`src/rtl/uart_rx_cfg.sv`:
```
// UART receiver: 5..8 data bits, none/even/odd parity, 1 or 2 stop bits, held word with ack.
// Define UART_RX_MAJORITY_EN for 2-of-3 majority sampling at ticks 7/8/9 (default: single sample at tick 7).
module uart_rx_cfg #(
  parameter int CLK_FREQ  = 100000000,
  parameter int BAUD      = 115200,
  parameter int DATA_BITS = 8
) (
  input  logic                 sys_clk,
  input  logic                 rst_n,
  input  logic                 rxd,
  input  logic [1:0]           parity_mode,
  input  logic                 stop2,
  input  logic                 rx_ack,
  output logic [DATA_BITS-1:0] rx_data,
  output logic                 rx_valid,
  output logic                 parity_err,
  output logic                 frame_err,
  output logic                 overrun_err,
  output logic                 rx_busy,
  output logic [2:0]           dbg_state
);

  localparam int DIV_RAW = CLK_FREQ / (BAUD * 16);
  localparam int DIV     = (DIV_RAW < 1) ? 1 : DIV_RAW;
  localparam int DIV_W   = (DIV > 1) ? $clog2(DIV) : 1;
  localparam logic [2:0] BIT_LAST = 3'(DATA_BITS - 1);

  typedef enum logic [2:0] {
    S_IDLE   = 3'd0,
    S_START  = 3'd1,
    S_DATA   = 3'd2,
    S_PARITY = 3'd3,
    S_STOP   = 3'd4,
    S_BREAK  = 3'd5
  } state_t;

  state_t               state;
  logic [DIV_W-1:0]     div_cnt;
  logic                 tick;
  logic [3:0]           tick_cnt;
  logic                 sync1, rxd_s, rxd_q;
  logic                 fall;
  logic                 sample_now, sample_bit;
  logic [2:0]           bit_cnt;
  logic [DATA_BITS-1:0] shift;
  logic                 par_acc;
  logic [1:0]           pm_lat;
  logic                 stop2_lat;
  logic                 par_en;
  logic                 stop_cnt;
  logic                 stop_bad;
  logic                 done;
  logic                 done_perr;
  logic                 done_ferr;

  // Free-running 16x baud tick; frames align by clearing tick_cnt, not the divider.
  assign tick = (div_cnt == DIV_W'(DIV - 1));

  always_ff @(posedge sys_clk or negedge rst_n) begin
    if (!rst_n) begin
      div_cnt <= '0;
    end else if (tick) begin
      div_cnt <= '0;
    end else begin
      div_cnt <= div_cnt + DIV_W'(1);
    end
  end

  // Two-flop synchroniser plus one history flop for falling-edge detection.
  always_ff @(posedge sys_clk or negedge rst_n) begin
    if (!rst_n) begin
      sync1 <= 1'b1;
      rxd_s <= 1'b1;
      rxd_q <= 1'b1;
    end else begin
      sync1 <= rxd;
      rxd_s <= sync1;
      rxd_q <= rxd_s;
    end
  end

  assign fall = rxd_q & ~rxd_s;

`ifdef UART_RX_MAJORITY_EN
  logic s7, s8;

  always_ff @(posedge sys_clk or negedge rst_n) begin
    if (!rst_n) begin
      s7 <= 1'b1;
      s8 <= 1'b1;
    end else if (tick && (tick_cnt == 4'd7)) begin
      s7 <= rxd_s;
    end else if (tick && (tick_cnt == 4'd8)) begin
      s8 <= rxd_s;
    end
  end

  assign sample_now = tick && (tick_cnt == 4'd9);
  assign sample_bit = (s7 & s8) | (s7 & rxd_s) | (s8 & rxd_s);
`else
  assign sample_now = tick && (tick_cnt == 4'd7);
  assign sample_bit = rxd_s;
`endif

  assign par_en = (pm_lat == 2'b01) || (pm_lat == 2'b10);

  always_ff @(posedge sys_clk or negedge rst_n) begin
    if (!rst_n) begin
      state     <= S_IDLE;
      tick_cnt  <= 4'd0;
      bit_cnt   <= 3'd0;
      shift     <= '0;
      par_acc   <= 1'b0;
      pm_lat    <= 2'b00;
      stop2_lat <= 1'b0;
      stop_cnt  <= 1'b0;
      stop_bad  <= 1'b0;
      done      <= 1'b0;
      done_perr <= 1'b0;
      done_ferr <= 1'b0;
    end else begin
      done <= 1'b0;
      if (tick) tick_cnt <= tick_cnt + 4'd1;
      case (state)
        S_IDLE: begin
          if (fall) begin
            state     <= S_START;
            tick_cnt  <= 4'd0;
            pm_lat    <= parity_mode;
            stop2_lat <= stop2;
          end
        end
        S_START: begin
          if (sample_now) begin
            if (sample_bit) begin
              state <= S_IDLE;
            end else begin
              state   <= S_DATA;
              bit_cnt <= 3'd0;
              par_acc <= 1'b0;
            end
          end
        end
        S_DATA: begin
          if (sample_now) begin
            shift   <= {sample_bit, shift[DATA_BITS-1:1]};
            par_acc <= par_acc ^ sample_bit;
            if (bit_cnt == BIT_LAST) begin
              bit_cnt  <= 3'd0;
              stop_cnt <= 1'b0;
              stop_bad <= 1'b0;
              state    <= par_en ? S_PARITY : S_STOP;
            end else begin
              bit_cnt <= bit_cnt + 3'd1;
            end
          end
        end
        S_PARITY: begin
          if (sample_now) begin
            par_acc <= par_acc ^ sample_bit;
            state   <= S_STOP;
          end
        end
        S_STOP: begin
          if (sample_now) begin
            if (stop2_lat && !stop_cnt) begin
              stop_cnt <= 1'b1;
              stop_bad <= ~sample_bit;
            end else begin
              // Even parity flags a set XOR, odd parity flags a clear XOR.
              done      <= 1'b1;
              done_perr <= par_en & (par_acc ^ (pm_lat == 2'b10));
              done_ferr <= stop_bad | ~sample_bit;
              state     <= (stop_bad | ~sample_bit) ? S_BREAK : S_IDLE;
            end
          end
        end
        S_BREAK: begin
          if (rxd_s) state <= S_IDLE;
        end
        default: state <= S_IDLE;
      endcase
    end
  end

  // Handshake: rx_valid holds rx_data and flags until a cycle with rx_ack=1; the word clears on the next
  // edge. rx_ack with rx_valid=0 is ignored. A completion against an unacked word is dropped and flagged.
  always_ff @(posedge sys_clk or negedge rst_n) begin
    if (!rst_n) begin
      rx_data     <= '0;
      rx_valid    <= 1'b0;
      parity_err  <= 1'b0;
      frame_err   <= 1'b0;
      overrun_err <= 1'b0;
    end else if (done) begin
      if (rx_valid && !rx_ack) begin
        overrun_err <= 1'b1;
      end else begin
        rx_data     <= shift;
        parity_err  <= done_perr;
        frame_err   <= done_ferr;
        rx_valid    <= 1'b1;
        overrun_err <= 1'b0;
      end
    end else if (rx_valid && rx_ack) begin
      rx_valid    <= 1'b0;
      overrun_err <= 1'b0;
    end
  end

  assign rx_busy   = (state != S_IDLE);
  assign dbg_state = state;

endmodule

```
`config.mk`:
```
export PLATFORM = sky130hd
export DESIGN_NAME = uart_rx_cfg
export DESIGN_NICKNAME = d
export VERILOG_FILES = /design/src/rtl/uart_rx_cfg.sv
export SDC_FILE = /design/constraint.sdc
export NUM_CORES = 1
export LEC_CHECK = 0
export CORE_UTILIZATION = 55
export DETAILED_ROUTE_END_ITERATION = 16
export PLACE_DENSITY = 0.77
export RECOVER_POWER = 25
export SYNTH_ARGS = -nofsm -noshare
export SYNTH_HDL_FRONTEND = slang
export SYNTH_SLANG_ARGS = --single-unit
```
`constraint.sdc`:
```
create_clock -name sys_clk -period 2.1 [get_ports sys_clk]
set_input_delay 0.315 -clock sys_clk [delete_from_list [all_inputs] [get_ports sys_clk]]
set_output_delay 0.315 -clock sys_clk [all_outputs]
set_load 0.005 [all_outputs]
```
==> results.json, run 1 <==
{
  "p_total_mw": 1.85,
  "clockBufferDepth": 2,
  "finalClockSkew_ns": 0.00422,
  "drc": 0,
  "drive_above_1_share_pct": 21.8,
  "whs_ns": 0.359,
  "hold_start": "sync1$_DFF_PN1_",
  "die_h_um": 66.3,
  "vias_per_cell": 5.69,
  "status": "complete, but fails checks",
  "first_global_vias": 1483,
  "path_cells": "or3_1 > clkdlybuf4s50_1",
  "p_comb_share_pct": 14.3,
  "grtUsageMet3_pct": 4.14,
  "hold_viol": 0,
  "grt_max_degree": 31,
  "violations": "capacitance limit, slew limit",
  "drt_wl_total_um": 4150,
  "synth_enable_flop_cells": 0,
  "syn_to_final_growth_pct": 16.7,
  "min_period_over_period_pct": 96.0,
  "antenna_found_initial": 0,
  "synthAdderAreaFrac_pct": 3.30,
  "syn-num-nets": 205,
  "cp_slowest_stage_delay_ns": 0.51,
  "cp-end-kind": "output port",
  "yosys.area_share.simple_pct": 15.7,
  "io_buffers": 22,
  "critical_path.slowest_cell": "dfrtp_1",
  "grt_pass1_wl_um": 7110,
  "synth.distinct_cells": 47,
  "critPathTopFamily": "flip-flops",
  "cts_buffers": 5,
  "clkPwrFrac_pct": 31.1,
  "num_io_pins": 23,
  "htreeDepth": 2,
  "relSlewSlack_pct": -1.76,
  "r2r_cells": 6,
  "holdPathStages": 0,
  "critPathLaunchType": "flip-flop",
  "setup_viol": 0,
  "tns_ns": 0,
  "min_period_ns": 2.02,
  "rsz0062_at_grt": "false",
  "dp.cells": 262,
  "core_area_um2": 3970,
  "cts_hold_buf": 0,
  "detail-route-antenna-nets": 0,
  "clock-sinks": 48,
  "cts_setup_buffers": 0,
  "cp_num_buf_inv": 1,
  "via_count": 1537,
  "maxCapViolCount": 1,
  "initial_core_util_pct": 57.3,
  "crit_required_ns": 1.78,
  "rrSetupSlack_ns": 0.20,
  "power_frac_seq_pct": 54.6,
  "p_sw_share_pct": 26.8,
  "p_leak_nw": 1.16,
  "fin_cells": 270,
  "dpl.hpwl_um": 3120,
  "critPathMaxFanout": 11,
  "yosysSeqAreaShare_pct": 53.0,
  "crit_type": "flip-flop to output port",
  "async_flop_share_pct": 100,
  "drtIter0Drc": 77,
  "switchingPower_mw": 0.494,
  "ys_seq_elements": 48,
  "rows": 23,
  "tightest_slew_ns": 1.53,
  "grtUsageTotal_pct": 21.8,
  "overflow": 0,
  "ir_drop_mv": 0.510,
  "r2r_start": "bit_cnt[0]$_DFFE_PN0P_",
  "synth_xor_area_share_pct": 2.70,
  "worst-path-stages": 2,
  "cts_tree": "yes",
  "finalMaxSlewViolations": 31,
  "p_int_mw": 1.35,
  "place_congestion": 0.879,
  "whs_endpoint": "rxd_s$_DFF_PN1_",
  "fmaxAchievable_mhz": 496,
  "synth_compound_area_share_pct": 10.2,
  "synth_top_family_by_area": "simple AND/OR/NAND/NOR gates",
  "hold_path_class": "flip-flop to flip-flop",
  "wl_per_cell_um": 15.4,
  "drt-pass1-iter-count": 4,
  "p_per_area_nw_per_um2": 696,
  "ys_warn_count": 0,
  "synth_area_um2": 2270,
  "path_clk_slew_ns": 0.09,
  "worstReg2RegEnd": "dbg_state[0]$_DFFE_PN0P_",
  "synthFlopType": "dfrtp_1",
  "clock-root-buffer": "clkbuf_8",
  "syn_avg_cell_area_um2": 11.8,
  "synth_cells": 192,
  "met2_usage_pct": 35.7,
  "final_nets": 232,
  "chipWidth_um": 66.3,
  "die_area_um2": 4400,
  "cts_resized": 0,
  "insertedDiodeCount": 0,
  "yosys-mux-area-fraction_pct": 11.9,
  "clk_latency_ns": 0.30,
  "top_usage_layer": "met2",
  "met1_usage_pct": 28.8,
  "worstPathArrival_ns": 1.70
}
per-layer routing:
metal / routed length [um] / vias up
met5: 0 / -
met4: 52 / 0
met3: 129 / 5
met2: 2070 / 34
met1: 1890 / 766
li1: - / 732
stage by stage:
stage               cell area [um2]  util, %  worst slack (ns)
finish                         2650     66.8            0.0840
global route                   2650     66.8            0.0219
CTS                            2660     66.9            0.0748
detailed placement             2560     64.4             0.203
global placement               2560     64.4             0.247
floorplan                      2270        -             0.237
cells in the final DEF, fill, tap and decap left out, drive strengths merged, types with 6 or more instances in the layout:
cell type,n
dfrtp,45
a21oi,7
buf,7
clkdlybuf4s50,20
mux2,21
nor2,15
ha,6
inv,7
o21ai,8
clkbuf,7
nand2,10
power groups by stage:
stage / sequential (mW) / combinational [mW] / clock, mW
finish: 1.01 / 0.264 / 0.574
global route: 1.02 / 0.297 / 0.613
CTS: 1.01 / 0.266 / 0.585
detailed placement: 1.03 / 0.264 / 0
global placement: 1.02 / 0.260 / 0
floorplan: 1.00 / 0.173 / 0
cell usage after synthesis (2+ instances only):
| cell type | number | area [um2] |
|---|---|---|
| dfstp_2 | 3 | 78.8 |
| nand4_1 | 3 | 18.8 |
| xnor2_1 | 4 | 35.0 |
| ha_1 | 6 | 75.1 |
| o21ai_0 | 8 | 40.0 |
| or3b_2 | 3 | 26.3 |
| a21oi_1 | 7 | 35.0 |
| nor2_1 | 14 | 52.6 |
| nor2b_1 | 3 | 18.8 |
| o31ai_1 | 4 | 30.0 |
| nand3_1 | 5 | 25.0 |
| inv_1 | 7 | 26.3 |
| mux2i_1 | 3 | 30.0 |
| a211oi_1 | 2 | 15.0 |
| dfrtp_1 | 45 | 1130 |
| o211ai_1 | 2 | 15.0 |
| nand4b_4 | 2 | 47.6 |
| clkbuf_1 | 5 | 18.8 |
| nor3_1 | 4 | 20.0 |
| xor2_1 | 3 | 26.3 |
| nand2b_1 | 5 | 31.3 |
| nand2_1 | 10 | 37.5 |
| mux2_2 | 20 | 225 |
layout make-up:
class / instances / area, um2
Timing Repair Buffer: 29 / 267
Multi-Input combinational cell: 128 / 996
Tap cell: 50 / 62.6
Clock inverter: 2 / 15.0
Sequential cell: 48 / 1200
Clock buffer: 6 / 82.6
Fill cell: 304 / 1320
Inverter: 7 / 26.3
sequential cells by signal, indices dropped and copies added (netlist names):
name	count
overrun_err	1
bit_cnt	3
rxd_q	1
rx_data	8
rx_valid	1
frame_err	1
done_ferr	1
stop_cnt	1
pm_lat	2
stop2_lat	1
par_acc	1
div_cnt	6
done_perr	1
sync1	1
shift	8
parity_err	1
dbg_state	3
tick_cnt	4
rxd_s	1
stop_bad	1
done	1
cells by family (layout without fill, tap and decap cells):
group	Yosys count	in the layout
AOI/OAI and AO/OA	33	33
DFF	48	48
xor gates and xnor gates	7	7
buffers and inverters	16	44
and+or+nand+nor	58	58
muxes	24	24
adders and majority gates	6	6
worst max path at each step:
stage	slack, ns	end	from
final	0.08	rx_busy	dbg_state[0]$_DFFE_PN0P_
after global routing	0.02	rx_busy	dbg_state[2]$_DFFE_PN0P_
after CTS	0.07	rx_busy	dbg_state[2]$_DFFE_PN0P_
after detailed placement	0.20	stop_bad$_DFFE_PN0P_	div_cnt[1]$_DFF_PN0_
after global placement	0.25	done_perr$_DFFE_PN0P_	div_cnt[1]$_DFF_PN0_
after floorplan	0.24	done_perr$_DFFE_PN0P_	div_cnt[1]$_DFF_PN0_
worst reg2reg max path, stage by stage, from the launching register on:
cell and delay [ns]:
dfrtp_1 0.41, ha_1 0.21, ha_1 0.24, or3b_2 0.47
and2_1 0.18, a32oi_1 0.18, o211ai_1 0.10
No activity file was read; power rests on OpenSTA's default activity.
==> inputs of run 2 (changes only) <==
--- a/config.mk
+++ b/config.mk
@@ -5,9 +5,11 @@
 export SDC_FILE = /design/constraint.sdc
 export NUM_CORES = 1
 export LEC_CHECK = 0
-export CORE_UTILIZATION = 55
+export ABC_AREA = 1
+export CORE_UTILIZATION = 50
 export DETAILED_ROUTE_END_ITERATION = 16
-export PLACE_DENSITY = 0.77
+export GPL_ROUTABILITY_DRIVEN = 0
+export PLACE_DENSITY = 0.74
 export RECOVER_POWER = 25
 export SYNTH_ARGS = -nofsm -noshare
 export SYNTH_HDL_FRONTEND = slang
==> constraint.sdc (replaced) <==
create_clock -name sys_clk -period 1.7 [get_ports sys_clk]
set_input_delay 0.255 -clock sys_clk [delete_from_list [all_inputs] [get_ports sys_clk]]
set_output_delay 0.255 -clock sys_clk [all_outputs]
set_load 0.005 [all_outputs]
==> run 2 against run 1 <==
  * The flow now finishes without violations
  * Clock power is 49% higher
  * Power up 59%
  * Utilization down 2.6 points
  * Cell count is 27% higher
  * Via count increased by 11%
  * Non-clock buffer count is 1 lower
  * Clock skew grew 0.0076 ns
  * Critical path depth down 1
  * Sequential share of layout area is 0.11 points lower
  * Sequential power up 28%
  * Largest power group unchanged
==> results.json, run 2 <==
{
  "hold_start": "sync1$_DFF_PN1_",
  "clockBufferDepth": 2,
  "syn-num-nets": 271,
  "cts_tree": "yes",
  "grt_max_degree": 29,
  "drt-pass1-iter-count": 4,
  "wl_per_cell_um": 10.9,
  "die_h_um": 68.8,
  "grt_pass1_wl_um": 6430,
  "whs_endpoint": "rxd_s$_DFF_PN1_",
  "first_global_vias": 1485,
  "path_clk_slew_ns": 0.09,
  "crit_type": "flip-flop to output port",
  "clock-root-buffer": "clkbuf_8",
  "num_io_pins": 23,
  "rrSetupSlack_ns": 0.15,
  "holdPathStages": 0,
  "yosys-top-cells-area": "dfrtp_1 50%, nand2_1 13%, inv_1 4.4%, nor2_1 4.2%, o21ai_0 4.0%",
  "clock-sinks": 48,
  "die_area_um2": 4740,
  "io_buffers": 22,
  "setup_viol": 0,
  "cts_buffers": 5,
  "ys_seq_elements": 48,
  "detail-route-antenna-nets": 0,
  "ys_warn_count": 0,
  "drc": 0,
  "synth_area_um2": 2230,
  "yosysSeqAreaShare_pct": 53.9,
  "ys_top_cells_by_count": "77 x nand2_1, 45 x dfrtp_1, 26 x inv_1, 25 x nor2_1, 18 x o21ai_0",
  "insertedDiodeCount": 0,
  "nFillCells": 370,
  "maxCapViolCount": 0,
  "final_common_cell": "nand2_1",
  "synth_cells": 258,
  "register_area_um2": 1200,
  "layout_common_cells": "77 x nand2_1, 45 x dfrtp_1, 25 x inv_1",
  "antenna_found_initial": 0,
  "overflow": 0,
  "clk_latency_ns": 0.30,
  "cp-startpoint": "dbg_state[2]$_DFFE_PN0P_",
  "critPathLaunchType": "flip-flop",
  "crit_required_ns": 1.44,
  "top_regs": "rx_data (8), shift (8), div_cnt (6)",
  "core_area_um2": 4140,
  "worstPathArrival_ns": 1.34,
  "hold_path_class": "flip-flop to flip-flop",
  "multi_input_area_um2": 891,
  "grtUsageTotal_pct": 18.4,
  "tns_ns": 0,
  "hold_viol": 0,
  "cp_slowest_stage_delay_ns": 0.56,
  "chipWidth_um": 68.8,
  "r2r_cells": 6,
  "p_total_mw": 2.94,
  "p_per_area_nw_per_um2": 1100,
  "async_flop_share_pct": 100,
  "critPathTopFamily": "buffers and inverters",
  "dpl.hpwl_um": 2740,
  "r2r_start": "rxd_s$_DFF_PN1_",
  "finalMaxSlewViolations": 0,
  "min_period_over_period_pct": 94.1,
  "htreeDepth": 2,
  "final_nets": 304,
  "relSlewSlack_pct": 56.6,
  "drive_above_1_share_pct": 14.7,
  "synthFlopType": "dfrtp_1",
  "status": "finished, final reports clean",
  "cp-end-kind": "output port",
  "critical_path.slowest_cell": "clkdlybuf4s50_1",
  "cp_num_buf_inv": 1,
  "vias_per_cell": 4.98,
  "synth.distinct_cells": 26,
  "p_leak_nw": 1.32,
  "synth_enable_flop_cells": 0,
  "initial_core_util_pct": 53.9,
  "via_count": 1703,
  "finalClockSkew_ns": 0.0118,
  "yosysMostFrequentCell": "nand2_1",
  "drtIter0Drc": 122,
  "path_cells": "clkdlybuf4s50_1",
  "yosysTopAreaCellShare_pct": 50.4,
  "tightest_slew_ns": 0.651,
  "rows": 23,
  "yosysTopAreaCell": "dfrtp_1",
  "ir_drop_mv": 0.610,
  "critPathMaxFanout": 7,
  "syn_to_final_growth_pct": 19.1,
  "drt_wl_total_um": 3730,
  "min_period_ns": 1.60,
  "syn_avg_cell_area_um2": 8.66,
  "rsz0062_at_grt": "false",
  "worstReg2RegEnd": "dbg_state[2]$_DFFE_PN0P_",
  "fmaxAchievable_mhz": 625
}
==> run 2: changes by cell type in the layout (fill, tap and decap cells not counted), moves of 7 or more <==
cell	previous run	this run
nand2_1	10	77
inv_1	7	25
o21ai_0	8	18
inv_2	0	7
mux2_2	20	0
o21ai_2	0	8
nand3_1	5	14
nor2_1	14	24
==> run 2: area by class of cell <==
class,instances,area share [%]
Sequential cell,48,45.3
Multi-Input combinational cell,175,33.5
Timing Repair Buffer,28,9.60
Inverter,33,4.70
Clock buffer,6,3.10
Tap cell,50,2.35
Clock inverter,2,1.46
==> run 2: per-stage QoR <==
| stage | hold WS (ns) | setup slack [ns] | util [%] | area, um2 | cells |
|---|---|---|---|---|---|
| finish | 0.368 | 0.101 | 64.2 | 2660 | 342 |
| global route | 0.376 | 0.00645 | 64.2 | 2660 | 342 |
| CTS | 0.345 | 0.0855 | 64.6 | 2680 | 342 |
| detailed placement | 0.243 | 0.152 | 61.3 | 2540 | 332 |
| global placement | 0.240 | 0.150 | 61.3 | 2540 | 332 |
| floorplan | -0.0406 | 0.255 | - | 2230 | 258 |
==> run 2: what timing repair did <==
action                     4_1_cts  5_1_grt
gates resized for setup          3        0
setup buffers                    1        0
setup endpoints to repair        1        0
hold endpoints to repair        20        0
hold buffers                     1        0
==> run 2: cell families after synthesis <==
family	share of synthesized area [%]
compound gates	9.19
fa+ha+maj	3.36
buf+inv	6.27
flops	53.9
simple gates	27.2
==> run 2: layer usage <==
layer  up-vias  global-route usage, %  routed length [um]
met5         -                      0                   0
met4         0                   6.12                  20
met3         2                   4.44                 149
li1        884                      -                   -
met1       771                   24.7                1920
met2        46                   29.2                1640
==> run 2: report_power, final <==
| group | total [mW] | switching (mW) | internal [mW] |
|---|---|---|---|
| Clock | 0.853 | 0.372 | 0.481 |
| Combinational | 0.792 | 0.480 | 0.312 |
| Sequential | 1.29 | 0.0601 | 1.23 |
| Total | 2.94 | 0.912 | 2.02 |
==> run 2: worst max path at each step <==
| stage | endpoint | slack [ns] | depth (start not counted) |
|---|---|---|---|
| 2_1_floorplan | shift[7]$_DFFE_PN0P_ | 0.26 | 8 |
| 3_3_place_gp | rx_busy | 0.15 | 5 |
| 3_5_place_dp | dbg_state[2]$_DFFE_PN0P_ | 0.15 | 9 |
| 4_1_cts | dbg_state[2] | 0.09 | 1 |
| 5_1_grt | pm_lat[0]$_DFFE_PN0P_ | 0.006 | 3 |
| 6_report | dbg_state[2] | 0.10 | 1 |
